## config.mk

```make
export PLATFORM = sky130hd
export DESIGN_NAME = ecc_secded_pipe
export DESIGN_NICKNAME = d
export VERILOG_FILES = /design/src/rtl/ecc_secded_pipe.sv
export SDC_FILE = /design/constraint.sdc
export NUM_CORES = 1
export LEC_CHECK = 0
export CAP_MARGIN = 5
export CORE_ASPECT_RATIO = 0.6
export CORE_MARGIN = 10
export CORE_UTILIZATION = 46
export CTS_CLUSTER_DIAMETER = 40
export DETAILED_ROUTE_END_ITERATION = 7
export PLACE_DENSITY = 0.88
export SYNTH_ARGS = -nofsm -noshare
export SYNTH_HDL_FRONTEND = slang
export SYNTH_SLANG_ARGS = --single-unit
```

## constraint.sdc

```tcl
create_clock -name clk -period 3.4 [get_ports clk]
set_input_delay 0.68 -clock clk [delete_from_list [all_inputs] [get_ports clk]]
set_output_delay 0.68 -clock clk [all_outputs]
set_load 0.03 [all_outputs]
```

## src/rtl/ecc_secded_pipe.sv

```systemverilog
// ecc_secded_pipe: parametrised SECDED (extended Hamming) codec.
//   - Combinational encoder: enc_data -> enc_parity.
//   - Two-stage decoder with valid/ready handshake and 1 beat/cycle throughput.
//     S1 registers data, syndrome and overall parity. S2 registers corrected data and flags.
//   - Saturating single/double error counters and a first-error syndrome log.
//
// Ports:
//   clk, rst                      clock and synchronous active-high reset
//   enc_data / enc_parity         encoder input / check bits
//   in_valid, in_ready            decode input handshake
//   in_data, in_parity, bypass    received word; bypass skips correction, flags and counting
//   out_valid, out_ready          decode output handshake
//   out_data                      corrected data
//   out_sbit_err, out_dbit_err    corrected single error / uncorrectable error
//   cnt_clr                       clears counters and log (wins over a same-cycle update)
//   sbit_cnt, dbit_cnt            saturating error counters
//   log_vld, log_syndrome         first error since clear, as {overall, syndrome}
//
// Optional build macro ECC_ERR_INJECT_EN adds inj_en / inj_mask: when inj_en is high the
// received {in_parity, in_data} is XORed with inj_mask before it enters S1.
//
// DATA_WIDTH must not exceed 2**(PARITY_WIDTH-1) - PARITY_WIDTH.
module ecc_secded_pipe #(
  parameter int unsigned DATA_WIDTH   = 30,
  parameter int unsigned PARITY_WIDTH = 7,
  parameter int unsigned CNT_WIDTH    = 16
) (
  input  logic                                 clk,
  input  logic                                 rst,
  input  logic [DATA_WIDTH-1:0]                enc_data,
  output logic [PARITY_WIDTH-1:0]              enc_parity,
  input  logic                                 in_valid,
  output logic                                 in_ready,
  input  logic [DATA_WIDTH-1:0]                in_data,
  input  logic [PARITY_WIDTH-1:0]              in_parity,
  input  logic                                 bypass,
  output logic                                 out_valid,
  input  logic                                 out_ready,
  output logic [DATA_WIDTH-1:0]                out_data,
  output logic                                 out_sbit_err,
  output logic                                 out_dbit_err,
  input  logic                                 cnt_clr,
`ifdef ECC_ERR_INJECT_EN
  input  logic                                 inj_en,
  input  logic [DATA_WIDTH+PARITY_WIDTH-1:0]   inj_mask,
`endif
  output logic [CNT_WIDTH-1:0]                 sbit_cnt,
  output logic [CNT_WIDTH-1:0]                 dbit_cnt,
  output logic                                 log_vld,
  output logic [PARITY_WIDTH-1:0]              log_syndrome
);

  localparam int unsigned SW = PARITY_WIDTH - 1;  // syndrome width (low check bits)

  typedef logic [DATA_WIDTH-1:0][SW-1:0] col_map_t;

  // Column of data bit i: the i-th integer >= 3 that is not a power of two.
  function automatic col_map_t gen_col_pos();
    col_map_t    m = '0;
    int unsigned n = 0;
    for (int unsigned v = 3; v < (32'd1 << SW); v++) begin
      if (((v & (v - 1)) != 0) && (n < DATA_WIDTH)) begin
        m[n] = v[SW-1:0];
        n++;
      end
    end
    return m;
  endfunction

  localparam col_map_t ColPos = gen_col_pos();

  // Low check bits are the XOR of the columns of all set data bits.
  function automatic logic [SW-1:0] calc_low(input logic [DATA_WIDTH-1:0] d);
    logic [SW-1:0] p = '0;
    for (int i = 0; i < DATA_WIDTH; i++) begin
      if (d[i]) p = p ^ ColPos[i];
    end
    return p;
  endfunction

  // Encoder
  logic [SW-1:0] enc_low;
  assign enc_low    = calc_low(enc_data);
  assign enc_parity = {^{enc_data, enc_low}, enc_low};

  // Received word, optionally corrupted for error injection
  logic [DATA_WIDTH-1:0]   rx_data;
  logic [PARITY_WIDTH-1:0] rx_parity;
`ifdef ECC_ERR_INJECT_EN
  assign {rx_parity, rx_data} = {in_parity, in_data} ^ (inj_en ? inj_mask : '0);
`else
  assign rx_data   = in_data;
  assign rx_parity = in_parity;
`endif

  // Pipeline state
  logic                    s1_v_q, s2_v_q;
  logic [DATA_WIDTH-1:0]   s1_data_q, s2_data_q;
  logic [SW-1:0]           s1_syn_q;
  logic                    s1_ov_q, s1_byp_q;
  logic                    s2_sbit_q, s2_dbit_q;
  logic [PARITY_WIDTH-1:0] s2_syn_q;

  // Handshake: a stage loads when empty or when its contents leave this cycle
  logic s2_en, out_fire;
  assign out_fire = s2_v_q & out_ready;
  assign s2_en    = ~s2_v_q | out_ready;
  assign in_ready = ~s1_v_q | s2_en;

  // S2 correction
  logic [DATA_WIDTH-1:0] flip_mask, corr_data;
  logic                  corr_sbit, corr_dbit;

  always_comb begin
    flip_mask = '0;
    for (int i = 0; i < DATA_WIDTH; i++) begin
      flip_mask[i] = (s1_syn_q == ColPos[i]);
    end
    corr_data = s1_data_q;
    corr_sbit = 1'b0;
    corr_dbit = 1'b0;
    if (!s1_byp_q) begin
      if (s1_ov_q) begin
        if ((s1_syn_q == '0) || $onehot(s1_syn_q)) begin
          // Overall or check bit hit: data already good
          corr_sbit = 1'b1;
        end else if (|flip_mask) begin
          corr_data = s1_data_q ^ flip_mask;
          corr_sbit = 1'b1;
        end else begin
          corr_dbit = 1'b1;
        end
      end else if (s1_syn_q != '0) begin
        corr_dbit = 1'b1;
      end
    end
  end

  // Counters and log
  logic [CNT_WIDTH-1:0]    sbit_cnt_q, sbit_cnt_d, dbit_cnt_q, dbit_cnt_d;
  logic                    log_vld_q, log_vld_d;
  logic [PARITY_WIDTH-1:0] log_syn_q, log_syn_d;

  localparam logic [CNT_WIDTH-1:0] CntOne = {{(CNT_WIDTH-1){1'b0}}, 1'b1};

  always_comb begin
    sbit_cnt_d = sbit_cnt_q;
    dbit_cnt_d = dbit_cnt_q;
    log_vld_d  = log_vld_q;
    log_syn_d  = log_syn_q;
    if (cnt_clr) begin
      sbit_cnt_d = '0;
      dbit_cnt_d = '0;
      log_vld_d  = 1'b0;
      log_syn_d  = '0;
    end else if (out_fire) begin
      if (s2_sbit_q && (sbit_cnt_q != '1)) sbit_cnt_d = sbit_cnt_q + CntOne;
      if (s2_dbit_q && (dbit_cnt_q != '1)) dbit_cnt_d = dbit_cnt_q + CntOne;
      if (!log_vld_q && (s2_sbit_q || s2_dbit_q)) begin
        log_vld_d = 1'b1;
        log_syn_d = s2_syn_q;
      end
    end
  end

  always_ff @(posedge clk) begin
    if (rst) begin
      s1_v_q     <= 1'b0;
      s1_data_q  <= '0;
      s1_syn_q   <= '0;
      s1_ov_q    <= 1'b0;
      s1_byp_q   <= 1'b0;
      s2_v_q     <= 1'b0;
      s2_data_q  <= '0;
      s2_sbit_q  <= 1'b0;
      s2_dbit_q  <= 1'b0;
      s2_syn_q   <= '0;
      sbit_cnt_q <= '0;
      dbit_cnt_q <= '0;
      log_vld_q  <= 1'b0;
      log_syn_q  <= '0;
    end else begin
      if (in_ready) begin
        s1_v_q <= in_valid;
        if (in_valid) begin
          s1_data_q <= rx_data;
          s1_syn_q  <= calc_low(rx_data) ^ rx_parity[SW-1:0];
          s1_ov_q   <= ^{rx_parity, rx_data};
          s1_byp_q  <= bypass;
        end
      end
      if (s2_en) begin
        s2_v_q <= s1_v_q;
        if (s1_v_q) begin
          s2_data_q <= corr_data;
          s2_sbit_q <= corr_sbit;
          s2_dbit_q <= corr_dbit;
          s2_syn_q  <= {s1_ov_q, s1_syn_q};
        end
      end
      sbit_cnt_q <= sbit_cnt_d;
      dbit_cnt_q <= dbit_cnt_d;
      log_vld_q  <= log_vld_d;
      log_syn_q  <= log_syn_d;
    end
  end

  assign out_valid    = s2_v_q;
  assign out_data     = s2_data_q;
  assign out_sbit_err = s2_sbit_q;
  assign out_dbit_err = s2_dbit_q;
  assign sbit_cnt     = sbit_cnt_q;
  assign dbit_cnt     = dbit_cnt_q;
  assign log_vld      = log_vld_q;
  assign log_syndrome = log_syn_q;

endmodule

```

Word-level counts from Yosys, hierarchy flattened

Cells that the tools add are included.
Widths: inputs -> output; s select.

Bits of input ports: 73
Register bits after elaboration: 119

Muxes and demuxes: 163
Bitwise operators: 65
$add $sub $neg: 7
Reduce and logical (&&, ||, !) cells: 17
Equality and inequality tests: 33

Operators by type and width:

| kind                  | number |
|---|---|
| $mux 6                | 98 |
| $mux 5                | 30 |
| $mux 30               | 4 |
| $eq 6x5->1 const B    | 15 |
| $not 3->3             | 22 |
| $mux 4                | 14 |
| $not 2->2             | 24 |
| $eq 6x4->1 const B    | 7 |
| $not 4->4             | 10 |
| $reduce_xor 37->1     | 1 |
| $reduce_xor 36->1     | 1 |
| $add 16x1->16 const B | 2 |
| $ne 16x16->1 const B  | 2 |
| $reduce_or 30->1      | 1 |
| $xor 30x30->30        | 1 |
| $eq 6x6->1 const B    | 4 |
| $eq 6x3->1 const B    | 3 |
| $mux 3                | 6 |
| $not 5->5             | 2 |
| $reduce_and 2->1      | 5 |
| $mux 1                | 9 |
| $add 1x1->2           | 3 |
| $eq 6x2->1 const B    | 1 |
| $logic_not 6->1       | 1 |
| 13 further kinds      | 19 |

Longest topological paths before layout

Depth in word-level cells: 151
Depth in mapped cells: 14
Mapped depth without buffers: 14

Least setup slack after synthesis

OpenSTA, ideal clock, no wires.

Path type: register -> register
From: register s1_syn_q[0]
To: register s2_data_q[4], in the netlist out_data[4]
Setup slack: 0.035 ns
Data arrival time: 3.284 ns
Stages on the path, launching flop included: 15
Path buffers: 0
Clock period less this slack: 3.365 ns
Data required time: 3.319 ns
Cells stage by stage: dfxtp_1 > fa_1 > inv_1 > fa_1 > inv_1 > ha_1 > inv_1 > fa_1 > nand3_1 > nand2_1 > or4_4 > nor2_2 > nand2_1 > xor2_1 > a211oi_2

Longest elaborated chain between the ends: 8

Ends and longest elaborated chain:

| item                              | RTL line | source |
|---|---|---|
| start, declared                   | 99       | `logic [SW-1:0] s1_syn_q;` |
| start signal, assigned            | 187      | `s1_syn_q <= calc_low(rx_data) ^ rx_parity[SW-1:0];` |
| $add 1x1->2 (implied by the code) | 124      | `if ((s1_syn_q == '0) \|\| $onehot(s1_syn_q)) begin` |
| $add 2x2->3 (implied by the code) | 124      |  |
| $add 3x2->3 (implied by the code) | 124      |  |
| $eq 3x1->1                        | 124      |  |
| $logic_or 1x1->1                  | 124      |  |
| $mux 30 (*)                       | 124      |  |
| $mux 30 (*)                       | 123      | `if (s1_ov_q) begin` |
| $mux 30 (*)                       | 122      | `if (!s1_byp_q) begin` |
| end signal, assigned              | 195      | `s2_data_q <= corr_data;` |
| end, declared                     | 98       | `logic [DATA_WIDTH-1:0] s1_data_q, s2_data_q;` |

Mark *: on every way between the ends. The rest lies on a longest branch, timed or not.
A chain may end at the register's enable or synchronous reset.

Worst setup path in the final report

From: register s1_syn_q[0]
To: register s2_data_q[10], in the netlist out_data[10]

Same word-level chain as after synthesis.

==> out/metrics.csv <==
stage;metric;value;unit
floorplanning;fp.dieW;174;um
timing;min_period;3530;ps
min_path;whs_path_depth;2;
synthesis;syn_area;6510;um2
pwr;p_per_area;574;nW/um2
timing;finalHoldViolCount;0;
synthesis;ys_types;53;
cts;numCtsBuffers;17;
timing;period_share;104;%
placed_design;post-place-ws;-165;ps
setup_path;rr_startpoint;s1_syn_q[0];
setup_path;slowest_delay;540;ps
setup_path;crit_fanout;4;
grt;grt.overflow.total;0;
setup_path;r2r_cells;14;
detailed_routing;ant_nets;0;
cts;cts_buffer_depth;2;
run_status;status;finished, violations left;
job;maxCapViolations;0;
detailed_routing;drcViolationCount;0;
timing;maxSlewViolCount;0;
detailed_routing;drt_iter0_drc;614;
placed_design;hpwl;14.1;mm
pwr;p_leak;3.31;nW
setup_path;ff2ff_setup_slack;-130;ps
cts;cts.htree.levels;4;
setup_path;cpMostUsedCell;fa_1;
floorplanning;die_area;19500;um2
detailed_routing;firstDrtPassIters;5;
min_path;hold_path_class;reg2reg;
run_status;violations;negative setup slack;
floorplanning;ioPinCount;154;
cells_and_area;antenna_cells;0;
synthesis;synth_flop_cell;dfxtp_1;
floorplanning;initial_core_util;47.4;%
cells_and_area;drive_above_1_share;13.7;%
cts;clock-root-buffer;clkbuf_16;
timing;tightest_slew;802;ps
timing;fin_ws;-132;ps
synthesis;synth_nets;838;
floorplanning;core-area;13700;um2
setup_path;worst_setup_path_end_kind;flop;
timing;slew_headroom;46.3;%
setup_path;path_class;reg2reg;
grt;grt_pass1_vias;5795;
setup_path;worst_setup_path_start_kind;flop;
cts;clk_latency;420;ps
grt;track_usage;19.6;%
pwr;vdd_drop_max;0.436;mV
synthesis;synth_edf_count;0;
grt;grt_max_degree;61;
grt;grt_pass1_wl;31.2;mm
detailed_routing;wl_per_cell;17.8;um
setup_path;crit_arrival;3870;ps
timing;tns;-1260;ps
synthesis;syn_avg_cell_area;8.62;um2
cells_and_area;fin_util;66.3;%
detailed_routing;vias_per_cell;5.35;
placed_design;globalplace.congestion;0.883;
setup_path;crit_required;3740;ps
timing;fin_worst_skew;10.9;ps
setup_path;slowest_stage;fa_1;
min_path;min-delay-start;s2_syn_q[6];
cells_and_area;final_nets;994;
cts;cts_tree;built;
setup_path;reg2reg_to;out_data[10];
synthesis;ys_seq_area_share;36.6;%
timing;setup_viol;18;
cells_and_area;n_fill_cell;1019;
detailed_routing;vias;5974;
synthesis;syn_inst;755;
floorplanning;num_rows;33;
cts;cts_sinks;119;
synthesis;yosys_warnings;0;
grt;antenna_found_initial;0;
synthesis;ys_ff_latch;119;
setup_path;crit_path_cell_trace;fa_1, inv_1, fa_1, inv_1, ha_2, inv_2, fa_1, nand3_2, nand2_2, or4_4, nor2_4, nand2_2, xor2_1, a211oi_2;
cells_and_area;area_delta_synth_final;40.0;%
min_path;hold_end;s2_syn_q[6];
placed_design;portBuffers;153;
floorplanning;die_h;112;um
detailed_routing;routed_wl;19.8;mm
synthesis;synthArstFlopShare;0;%
cts;clk_pin_slew_worst_paths;60;ps
timing;fmax;283;MHz
timing;rsz0062_at_grt;true;
==> power by group <==
part	switching [W]	internal (W)	leakage (nW)
Combinational	0.00102	0.000834	2.06
Sequential	0.0000559	0.00147	0.972
Clock	0.000693	0.00116	0.283
==> worst max-delay path, delay by kind of cell, from the launching register on <==
kind / cells / cell delay (ps)
adders and majority gates: 4 / 1620
DFF: 1 / 330
buffers and inverters: 3 / 160
xor gates and xnor gates: 1 / 180
and+or+nand+nor: 5 / 950
AOI/OAI and AO/OA: 1 / 220
==> how the worst max path moves through the flow <==
stage,startpoint,end,cells past startpoint
after floorplan,s1_syn_q[0],out_data[4],14
after global placement,s1_syn_q[0],out_data[5],14
after detailed placement,s1_syn_q[0],out_data[8],14
after CTS,s1_syn_q[0],out_data[8],14
after global routing,s1_syn_q[0],out_data[8],14
final,s1_syn_q[0],out_data[10],14
==> through the flow <==
| stage | cell area, um2 | cells | power, W | hold slack [ps] |
|---|---|---|---|---|
| floorplan | 6510 | 755 | 0.00268 | 436 |
| global placement | 8260 | 1079 | 0.00323 | 447 |
| detailed placement | 8260 | 1079 | 0.00327 | 450 |
| CTS | 8900 | 1112 | 0.00514 | 457 |
| global route | 9110 | 1116 | 0.00543 | 480 |
| finish | 9110 | 1116 | 0.00523 | 453 |
==> cells by family (layout without fill, tap and decap cells) <==
family	after synthesis	in the layout	share of synthesized area (%)
simple gates	275	275	19.2
xor+xnor	162	162	24.0
compound gates	128	128	13.4
flops	119	119	36.6
buf+inv	52	221	3.17
fa+ha+maj	10	10	2.27
mux	9	9	1.38
==> synthesized netlist by cell type (2+ instances only) <==
library cell  count  share of area, %
clkbuf_1         29               1.7
nor2_1           84               4.8
dfxtp_1         119                37
a31oi_1           2              0.19
nor2b_1           3              0.29
nor2_2            2              0.19
and4_1            2              0.27
and3_1            7              0.67
a311oi_1         12               1.6
nor4b_1           2              0.27
nand2b_1          4              0.38
a211oi_1         13               1.5
nand2_1         112               6.5
nand3_1          20               1.5
fa_1              3              0.92
a21oi_1          57               4.4
xnor2_2           6               1.5
and2_1            2              0.19
inv_2             2              0.12
o21ai_0          24               1.8
inv_1            11              0.63
and4_4            2              0.35
xnor2_1         100                13
nand4_1           5              0.48
ha_1              7               1.3
buf_2             6              0.46
or3_1            20               1.9
a211oi_2         10               1.9
buf_1             3              0.17
xnor3_1           5               1.7
xor2_2            4               1.0
xor2_1           47               6.3
mux2i_1           9               1.4
nor3_1            2              0.15
==> routing by layer <==
metal	GRT usage, %	part of all wire (%)
met4	4.82	0.98
met2	30.5	45
met1	26.3	46
met5	0	0
met3	5.39	7.9
==> cell type report <==
| cell class | count | area (um2) | area share, % |
|---|---|---|---|
| repair buffers | 176 | 1730 | 19.0 |
| flip-flops and latches | 119 | 2380 | 26.2 |
| clock buffers | 18 | 429 | 4.71 |
| well taps | 192 | 240 | 2.64 |
| multi-input cells | 584 | 4110 | 45.0 |
| inverters | 13 | 48.8 | 0.535 |
| clock inverters | 14 | 174 | 1.91 |
==> cell usage in the layout, fill, tap and decap left out, types with 9 or more instances in the layout <==
cell / Yosys / layout
clkdlybuf4s50_1: 0 / 133
or3_1: 20 / 20
clkbuf_16: 0 / 17
xor2_1: 47 / 45
a211oi_1: 13 / 13
o21ai_0: 24 / 24
buf_4: 1 / 27
xnor2_2: 6 / 21
mux2i_1: 9 / 9
nand2_1: 112 / 106
inv_1: 11 / 10
xnor2_1: 100 / 85
dlymetal6s2s_1: 0 / 13
dfxtp_1: 119 / 118
nor2_1: 84 / 84
a21oi_1: 57 / 57
a211oi_2: 10 / 10
nand3_1: 20 / 18
a311oi_1: 12 / 12
==> sequential cells by signal, summed over array words and instances, names as in the netlist <==
name and count:
out_data 30, s1_data_q 30, dbit_cnt 16, sbit_cnt 16, log_syndrome 7, s2_syn_q 7, s1_syn_q 6, log_vld 1
out_dbit_err 1, out_sbit_err 1, out_valid 1, s1_byp_q 1, s1_ov_q 1, s1_v_q 1
==> repair_timing <==
action	4_1_cts	5_1_grt
pin swaps	10	37
hold buffers	0	0
buffers inserted	1	4
setup endpoints to repair	24	31
gates resized for setup	10	36
Power figures use the tool's default switching activity.
